[config.mk]
export PLATFORM = sky130hd
export DESIGN_NAME = digitube_scan_ctrl_flat
export DESIGN_NICKNAME = d
export VERILOG_FILES = /design/src/rtl/digitube_scan_ctrl_if.sv /design/src/rtl/digitube_scan_ctrl.sv /design/src/flat_wrapper.sv
export SDC_FILE = /design/constraint.sdc
export NUM_CORES = 1
export LEC_CHECK = 0
export CORE_MARGIN = 4
export CORE_UTILIZATION = 55
export DETAILED_ROUTE_END_ITERATION = 7
export PLACE_DENSITY = 0.82
export SYNTH_ARGS = -nofsm -noshare
export SYNTH_HDL_FRONTEND = slang
export SYNTH_SLANG_ARGS = --single-unit
[constraint.sdc]
create_clock -name clk -period 4.77 [get_ports clk]
set_clock_uncertainty 0.1 [all_clocks]
set_input_delay 0.477 -clock clk [delete_from_list [all_inputs] [get_ports clk]]
set_output_delay 0.477 -clock clk [all_outputs]
set_load 0.02 [all_outputs]
[src/rtl/digitube_scan_ctrl_if.sv]
// Display-side bus for digitube_scan_ctrl: register-facing inputs and
// board-facing scanned/static segment outputs, sized by DIGITS.
interface digitube_scan_ctrl_if #(
    parameter int DIGITS = 4
);
    logic                  en;
    logic                  load;
    logic [4*DIGITS-1:0]   value;
    logic [DIGITS-1:0]     dp;
    logic [DIGITS-1:0]     an;
    logic [6:0]            seg;
    logic                  dp_n;
    logic [7*DIGITS-1:0]   digi_flat;
    logic                  frame;

    modport master (
        output en, load, value, dp,
        input  an, seg, dp_n, digi_flat, frame
    );

    modport slave (
        input  en, load, value, dp,
        output an, seg, dp_n, digi_flat, frame
    );
endinterface

[src/rtl/digitube_scan_ctrl.sv]
// Self-timed seven-segment scan driver with frame-synchronous display update.
// Define DIGITUBE_LZB_EN to enable leading-zero blanking.
module digitube_scan_ctrl #(
    parameter int DIGITS = 4,
    parameter int DIV    = 50000,
    parameter int BLANK  = 2
) (
    input  logic                  clk,
    input  logic                  reset,
    digitube_scan_ctrl_if.slave   bus
);
    localparam int CW = (DIV > 1) ? $clog2(DIV) : 1;
    localparam int IW = (DIGITS > 2) ? $clog2(DIGITS) : 1;

    logic [CW-1:0]           cnt;
    logic [IW-1:0]           idx;
    logic [DIGITS-1:0][3:0]  disp;
    logic [DIGITS-1:0][3:0]  pend;
    logic [DIGITS-1:0]       dpd;
    logic [DIGITS-1:0]       pend_dp;
    logic                    pend_valid;
    logic                    slot_end;
    logic                    boundary;
    logic                    past_blank;
    logic                    lit;
    logic [DIGITS-1:0]       an_next;
    logic [6:0]              seg_next;
    logic                    dp_next;
    logic [7*DIGITS-1:0]     flat_next;

    function automatic logic [6:0] decode(input logic [3:0] h);
        case (h)
            4'h0: decode = 7'h40;
            4'h1: decode = 7'h79;
            4'h2: decode = 7'h24;
            4'h3: decode = 7'h30;
            4'h4: decode = 7'h19;
            4'h5: decode = 7'h12;
            4'h6: decode = 7'h02;
            4'h7: decode = 7'h78;
            4'h8: decode = 7'h00;
            4'h9: decode = 7'h10;
            4'hA: decode = 7'h08;
            4'hB: decode = 7'h03;
            4'hC: decode = 7'h46;
            4'hD: decode = 7'h21;
            4'hE: decode = 7'h06;
            default: decode = 7'h0E;
        endcase
    endfunction

    assign slot_end = (cnt == CW'(DIV - 1));
    assign boundary = slot_end && (idx == IW'(DIGITS - 1));

    always_ff @(posedge clk) begin
        if (reset) begin
            cnt <= '0;
            idx <= '0;
        end else if (slot_end) begin
            cnt <= '0;
            idx <= boundary ? '0 : idx + 1'b1;
        end else begin
            cnt <= cnt + 1'b1;
        end
    end

    // Loads park in pend; disp only changes at the frame boundary so a frame never tears.
    always_ff @(posedge clk) begin
        if (reset) begin
            disp       <= '0;
            dpd        <= '0;
            pend       <= '0;
            pend_dp    <= '0;
            pend_valid <= 1'b0;
        end else if (boundary) begin
            pend_valid <= 1'b0;
            if (bus.load) begin
                disp <= bus.value;
                dpd  <= bus.dp;
            end else if (pend_valid) begin
                disp <= pend;
                dpd  <= pend_dp;
            end
        end else if (bus.load) begin
            pend       <= bus.value;
            pend_dp    <= bus.dp;
            pend_valid <= 1'b1;
        end
    end

    generate
        if (BLANK == 0) begin : g_no_blank
            assign past_blank = 1'b1;
        end else begin : g_blank
            assign past_blank = (cnt >= CW'(BLANK));
        end
    endgenerate

`ifdef DIGITUBE_LZB_EN
    logic [DIGITS-1:0] dark;
    logic              zero_run;
    logic              dp_seen;

    // Walk down from the most significant digit; a decimal point stops blanking below it.
    always_comb begin
        dark     = '0;
        zero_run = 1'b1;
        dp_seen  = 1'b0;
        for (int i = DIGITS - 1; i > 0; i--) begin
            zero_run = zero_run && (disp[i] == 4'h0);
            dp_seen  = dp_seen || dpd[i];
            dark[i]  = zero_run && !dp_seen;
        end
    end

    assign lit = bus.en && past_blank && !dark[idx];
`else
    assign lit = bus.en && past_blank;
`endif

    always_comb begin
        an_next   = '1;
        seg_next  = 7'h7F;
        dp_next   = 1'b1;
        flat_next = '1;
        if (lit) begin
            an_next[idx]          = 1'b0;
            seg_next              = decode(disp[idx]);
            dp_next               = ~dpd[idx];
            flat_next[idx*7 +: 7] = seg_next;
        end
    end

    always_ff @(posedge clk) begin
        if (reset) begin
            bus.an        <= '1;
            bus.seg       <= 7'h7F;
            bus.dp_n      <= 1'b1;
            bus.digi_flat <= '1;
            bus.frame     <= 1'b0;
        end else begin
            bus.an        <= an_next;
            bus.seg       <= seg_next;
            bus.dp_n      <= dp_next;
            bus.digi_flat <= flat_next;
            bus.frame     <= boundary;
        end
    end
endmodule

[src/flat_wrapper.sv]
// flat-port wrapper written by rule: the top's interface ports become plain ports
module digitube_scan_ctrl_flat 
#(
    parameter int DIGITS = 4,
    parameter int DIV    = 50000,
    parameter int BLANK  = 2
)
  (clk, reset, bus_en, bus_load, bus_value, bus_dp, bus_an, bus_seg, bus_dp_n, bus_digi_flat, bus_frame);
  digitube_scan_ctrl_if #(.DIGITS(DIGITS)) bus_i ();
  input  logic clk;
  input  logic reset;
  input wire logic [$bits(bus_i.en)-1:0] bus_en;
  input wire logic [$bits(bus_i.load)-1:0] bus_load;
  input wire logic [$bits(bus_i.value)-1:0] bus_value;
  input wire logic [$bits(bus_i.dp)-1:0] bus_dp;
  output wire logic [$bits(bus_i.an)-1:0] bus_an;
  output wire logic [$bits(bus_i.seg)-1:0] bus_seg;
  output wire logic [$bits(bus_i.dp_n)-1:0] bus_dp_n;
  output wire logic [$bits(bus_i.digi_flat)-1:0] bus_digi_flat;
  output wire logic [$bits(bus_i.frame)-1:0] bus_frame;
  assign bus_i.en = bus_en;
  assign bus_i.load = bus_load;
  assign bus_i.value = bus_value;
  assign bus_i.dp = bus_dp;
  assign bus_an = bus_i.an;
  assign bus_seg = bus_i.seg;
  assign bus_dp_n = bus_i.dp_n;
  assign bus_digi_flat = bus_i.digi_flat;
  assign bus_frame = bus_i.frame;
  digitube_scan_ctrl #(.DIGITS(DIGITS), .DIV(DIV), .BLANK(BLANK)) u_core (.clk(clk), .reset(reset), .bus(bus_i));
endmodule
==> Word-level counts from Yosys, hierarchy flattened <==
Memory sizes are Yosys's and may differ from the RTL's.
Index checks and enable logic that the tools add are counted.
{ "word_totals": {"word_cells": 57, "in_bits": 24, "romBits": 112, "ramBits": 0, "reg_bits": 100, "out_inout_bits": 41, "memories": 1, "latch_bits": 0} }
{ "mem_list": {"columns": ["memory", "depth", "width", "rd", "rd_clocked_by_memory_dff", "wr", "line_no", "rtl"], "rows": [
  ["(no name shown)", 16, 7, 1, 0, 0, "digitube_scan_ctrl.sv:32", "case (h)"]
]} }
{ "classes": {"reduce_logical": 9, "n_bitwise": 6, "n_div": 0, "muxes": 12, "n_shift": 2, "eq_ne": 2, "n_addsub": 3, "magnitude_cmp": 3, "multipliers": 1} }
{ "op_table": {"columns": ["op", "n"], "rows": [
  ["negator 5 -> 34 bit", 1],
  ["variable shift 7 x 34 -> 28 bit (first input constant)", 1],
  ["indexed part select 7 x 34 -> 28 bit", 1],
  ["two-way mux 16 bit", 2],
  ["inverter 28 bit", 1],
  ["OR 28 bit", 1],
  ["adder 16 x 1 -> 16 bit (second input constant)", 1],
  ["== test 16 bit (second input constant)", 1],
  ["greater-or-equal comparator 16 x 2 -> 1 bit (second input constant)", 1],
  ["two-way mux 4 bit", 3],
  ["binary-select mux 4 bit (select 2 bit)", 1],
  ["two-way mux 7 bit", 1],
  ["OR reduction 2 bit", 3],
  ["multiplier 2 x 3 -> 5 bit (second input constant)", 1],
  ["inverter 4 bit", 1],
  ["AND reduction 2 bit", 2],
  ["logical AND 1 bit", 3],
  ["less-than comparator 2 x 3 -> 1 bit (second input constant)", 1],
  ["inverter 1 bit", 3],
  ["adder 2 x 1 -> 2 bit (second input constant)", 1],
  ["binary-select mux 1 bit (select 2 bit)", 1],
  ["demux 1 bit (select 2 bit)", 1],
  ["== test 2 bit (second input constant)", 1],
  ["greater-or-equal comparator 2 x 1 -> 1 bit (second input constant)", 1],
  ["3 further kinds", 4]
]} }

==> Depth between registers and ports, before layout <==
An unclocked memory read counts as a cell.
{ "depth": {"ltp_word": 6, "ltp_mapped": 9, "mapped_depth_nobuf": 7} }

==> Worst setup path before layout <==
No wires, ideal clock.
{ "synth_path": {"kind": "register -> register", "startpoint": "reg u_core.idx[0]", "endpoint": "reg u_core.bus.digi_flat[0]", "setup_slack_ns": 2.375, "setup_time_ns": 0.132, "stages_incl_launch_ff": 9, "arrival_ns": 2.162, "required_time_ns": 4.538, "path_buffers": 2, "period_less_slack_ns": 2.395, "cell_sequence": "dfxtp_1 buf_2 buf_2 mux4_2 ha_1 nor3_1 a21oi_1 o221ai_1 o21ai_0"} }
{ "synth_via": {"elab_chain_len": 6, "word_cells_on_any_way": 10, "cone_classes": "1 x add/sub; 1 x mul; 2 x shift; 3 x mux; 2 x bitwise; 1 x memory"} }
{ "synth_lines": {"columns": ["element", "line_no", "rtl"], "rows": [
  ["start, declared", "digitube_scan_ctrl.sv:16", "logic [IW-1:0] idx;"],
  ["start signal, assigned", "digitube_scan_ctrl.sv:61", "idx <= boundary ? '0 : idx + 1'b1;"],
  ["parallel branches: the longest is 5 deep, another holds negator 5 -> 34 bit", null, null],
  ["OR 28 bit (no source line) (*)", null, null],
  ["end signal, assigned", "digitube_scan_ctrl.sv:145", "bus.digi_flat <= flat_next;"],
  ["end, declared", "digitube_scan_ctrl_if.sv:23", "output an, seg, dp_n, digi_flat, frame"]
]} }
Mark *: on every way between the ends. The select of a mux whose other input is x is not followed.
A chain may end at the register's enable or synchronous reset.

==> Worst setup path after layout <==
{ "layout_path": {"startpoint": "reg u_core.idx[0]", "endpoint": "reg u_core.bus.digi_flat[10]"} }
Same word-level chain as after synthesis.

==> run metrics <==
# clock sinks=100; Core Area=0.007331 sq mm; CTS tree=yes; total power=1.466 mW; CTS Root Cell=clkbuf_8; post-route setup slack=2.059 ns; crit-path max cell delay=0.79 ns; Post-Place Cells=558; row count=31; Pwr Density=292.2 mW/mm^2; Pre-antenna DRT Iters=4; worst hold stages=1; Tcrit/Tclk final=0.5683; crit-path max FO=16; vias in the first global route=2858; area delta synth->final=20.02%; Slew Limit Fails=0; Setup crit start kind=register; Max Cap Viol=0; Antenna diodes=0; Die ar.=0.009059 sq mm; Clock Latency Late Sink=0.36 ns; Max Clk Rate=0.3689 GHz; Fin Setup TNS=0 ns; HP Start=u_core.cnt[0]$_SDFF_PP0_; Boundary Pins=65; dpl ws=2.073 ns; antenna violations before repair=0; Yosys cell types=40; reg-to-reg startpoint=u_core.idx[0]$_SDFFE_PP0P_; routed wire length=7.839 mm; DRC viols=0; Post-Syn Area=0.004180 sq mm; FF-to-FF End=u_core.bus.digi_flat[10]$_SDFF_PP1_; share of cells above drive strength 1=0.09725; placed cell area=0.004846 sq mm; DP Wirelength=5.678 mm; Via density=5.238; commonest non-fill, non-tap cell in the layout=dfxtp_1; Synth Instances=416; post-CTS setup buffer count=0; worst vdd ir=0.1748 mV; Worst Path Arrival=2.82 ns; first-pass GRT wire length=13.30 mm; ANT nets after route=0; critical path required time=4.88 ns; Leakage=1.891 nW; fin nets=507; status=finished, final reports clean; crit path time final=2.711 ns; Design Area, Final=0.005017 sq mm; CTS clock-pin slew for the worst setup and hold paths=0.08 ns; hold slack=0.3854 ns; Synthesis Warnings=0; vias=2996; R2R Setup Slk=2.06 ns; Initial DRC Count=140; cts bufs inserted=9; Worst Tran Pin Value=1.016 ns; most used cell, CP=o21ai_0; cts hold-fix bufs=0; total grt overflow=0; Port-buffer cells=64; placer congestion estimate=0.8428; WL per Instance=13.70 um; CTS Buffer Depth=2; Final Hold Vio Count=0; syn nets=453; crit-path cells=mux4_2 > ha_1 > nand2_1 > o21ai_0 > o21ai_1 > o21ai_0; Setup crit end kind=register; sequential share of the synthesized area=0.4789; Total Routing Usage GR=0.1864; hold endpoint=u_core.cnt[0]$_SDFF_PP0_; non-filler cells, final=572; unrepaired setup endpoints after global routing=false; final setup vio count=0; Post-CTS Resized=0; largest net degree at the start of global routing=48; Worst Setup Path Type=reg2reg; FF-to-FF path depth=6; FF+latch count, synth=100; Initial Util=0.5702; Slew HR=0.3227; Hold Crit Class=reg2reg; die width=95.18 um; syn avg cell area=10.05 sq um; fin util=0.6844; Crit-path slowest cell=dfxtp_1; number of H-tree levels=3; Die Y=95.18 um; highest-count cells in the layout ignoring fill and taps=dfxtp_1, nor2_1, clkdlybuf4s50_1
power by group:
part	switching (mW)	internal [mW]	leakage, nW
sequential	0.00974	0.854	0.813
combinational	0.0550	0.0537	0.988
clock	0.258	0.236	0.0890
total	0.322	1.14	1.89
synth_stat cells:
master / count / area [sq um]
o221ai_1: 1 / 8.760
mux2_2: 2 / 22.52
and4b_1: 1 / 10.01
o21a_1: 1 / 7.510
a31oi_1: 1 / 6.260
buf_4: 3 / 22.52
or4_4: 1 / 11.26
nor2b_1: 3 / 18.77
a211oi_2: 20 / 250.2
xnor2_1: 12 / 105.1
mux4_2: 4 / 90.09
and2_0: 2 / 12.51
buf_6: 2 / 22.52
or2_0: 1 / 6.260
nand3_1: 11 / 55.05
a311oi_1: 1 / 8.760
a2bb2oi_1: 1 / 8.760
dfxtp_1: 100 / 2002
nor4_4: 1 / 21.27
or3_1: 1 / 6.260
clkbuf_1: 12 / 45.04
nor2_1: 65 / 244.0
and3_1: 2 / 12.51
nand2b_1: 1 / 6.260
o21ai_0: 31 / 155.2
nor3b_1: 1 / 7.510
and2_1: 2 / 12.51
inv_1: 15 / 56.30
nor4_1: 2 / 12.51
o21ai_1: 1 / 5.000
nand2_1: 19 / 71.32
nand4_1: 2 / 12.51
o211ai_1: 1 / 7.510
or4_1: 1 / 7.510
nor3_1: 12 / 60.06
xor2_1: 4 / 35.03
a21oi_1: 4 / 20.02
buf_2: 8 / 40.04
ha_1: 13 / 162.7
mux2i_1: 51 / 510.5
routing by layer:
| layer | vias to the layer above | track usage | wire length [um] |
|---|---|---|---|
| met3 | 13 | 0.03867 | 420 |
| met2 | 68 | 0.2974 | 3491 |
| met4 | 0 | 0.08413 | 158 |
| li1 | 1535 | - | - |
| met5 | - | 0 | 0 |
| met1 | 1380 | 0.2425 | 3769 |
sequential cells by signal, summed over array words and instances (netlist names):
name,cells
u_core.bus.an,4
u_core.bus.digi_flat,28
u_core.bus.dp_n,1
u_core.bus.frame,1
u_core.bus.seg,7
u_core.cnt,16
u_core.disp,16
u_core.dpd,4
u_core.idx,2
u_core.pend,16
u_core.pend_dp,4
u_core.pend_valid,1
critical path: cells and delay by family (launching register included):
| kind | cells | cell delay (ns) |
|---|---|---|
| and+or+nand+nor | 1 | 0.10 |
| muxes | 1 | 0.65 |
| adders and majority gates | 1 | 0.28 |
| DFF | 1 | 0.79 |
| AOI/OAI and AO/OA | 3 | 0.64 |
worst max path at each step:
| stage | from | end | slack (ns) | cells after the start |
|---|---|---|---|---|
| global route | u_core.idx[0]$_SDFFE_PP0P_ | u_core.bus.digi_flat[10]$_SDFF_PP1_ | 1.83 | 6 |
| finish | u_core.idx[0]$_SDFFE_PP0P_ | u_core.bus.digi_flat[10]$_SDFF_PP1_ | 2.06 | 6 |
| CTS | u_core.idx[0]$_SDFFE_PP0P_ | u_core.bus.digi_flat[14]$_SDFF_PP1_ | 2.05 | 6 |
| global placement | u_core.idx[0]$_SDFFE_PP0P_ | u_core.bus.digi_flat[14]$_SDFF_PP1_ | 2.14 | 6 |
| floorplan | u_core.idx[0]$_SDFFE_PP0P_ | u_core.bus.digi_flat[0]$_SDFF_PP1_ | 2.38 | 8 |
| detailed placement | u_core.idx[0]$_SDFFE_PP0P_ | u_core.bus.digi_flat[14]$_SDFF_PP1_ | 2.07 | 6 |
logic make-up (layout without fill, tap and decap cells):
group	after synthesis	count (layout)	share of synthesized area
flops	100	100	0.4789
fa+ha+maj	13	13	0.03891
mux	57	57	0.1491
compound gates	62	62	0.1143
buf+inv	40	97	0.04460
simple gates	128	128	0.1407
xor+xnor	16	16	0.03352
cell type report:
class	count	area, sq um
clock inverter	3	40.04
fill	566	2313
multi-input combinational	276	1998
sequential	100	2002
timing repair buffer	68	665.6
inverter	15	56.30
tap	99	123.9
clock buffer	11	131.4
Power figures use the tool's default switching activity.
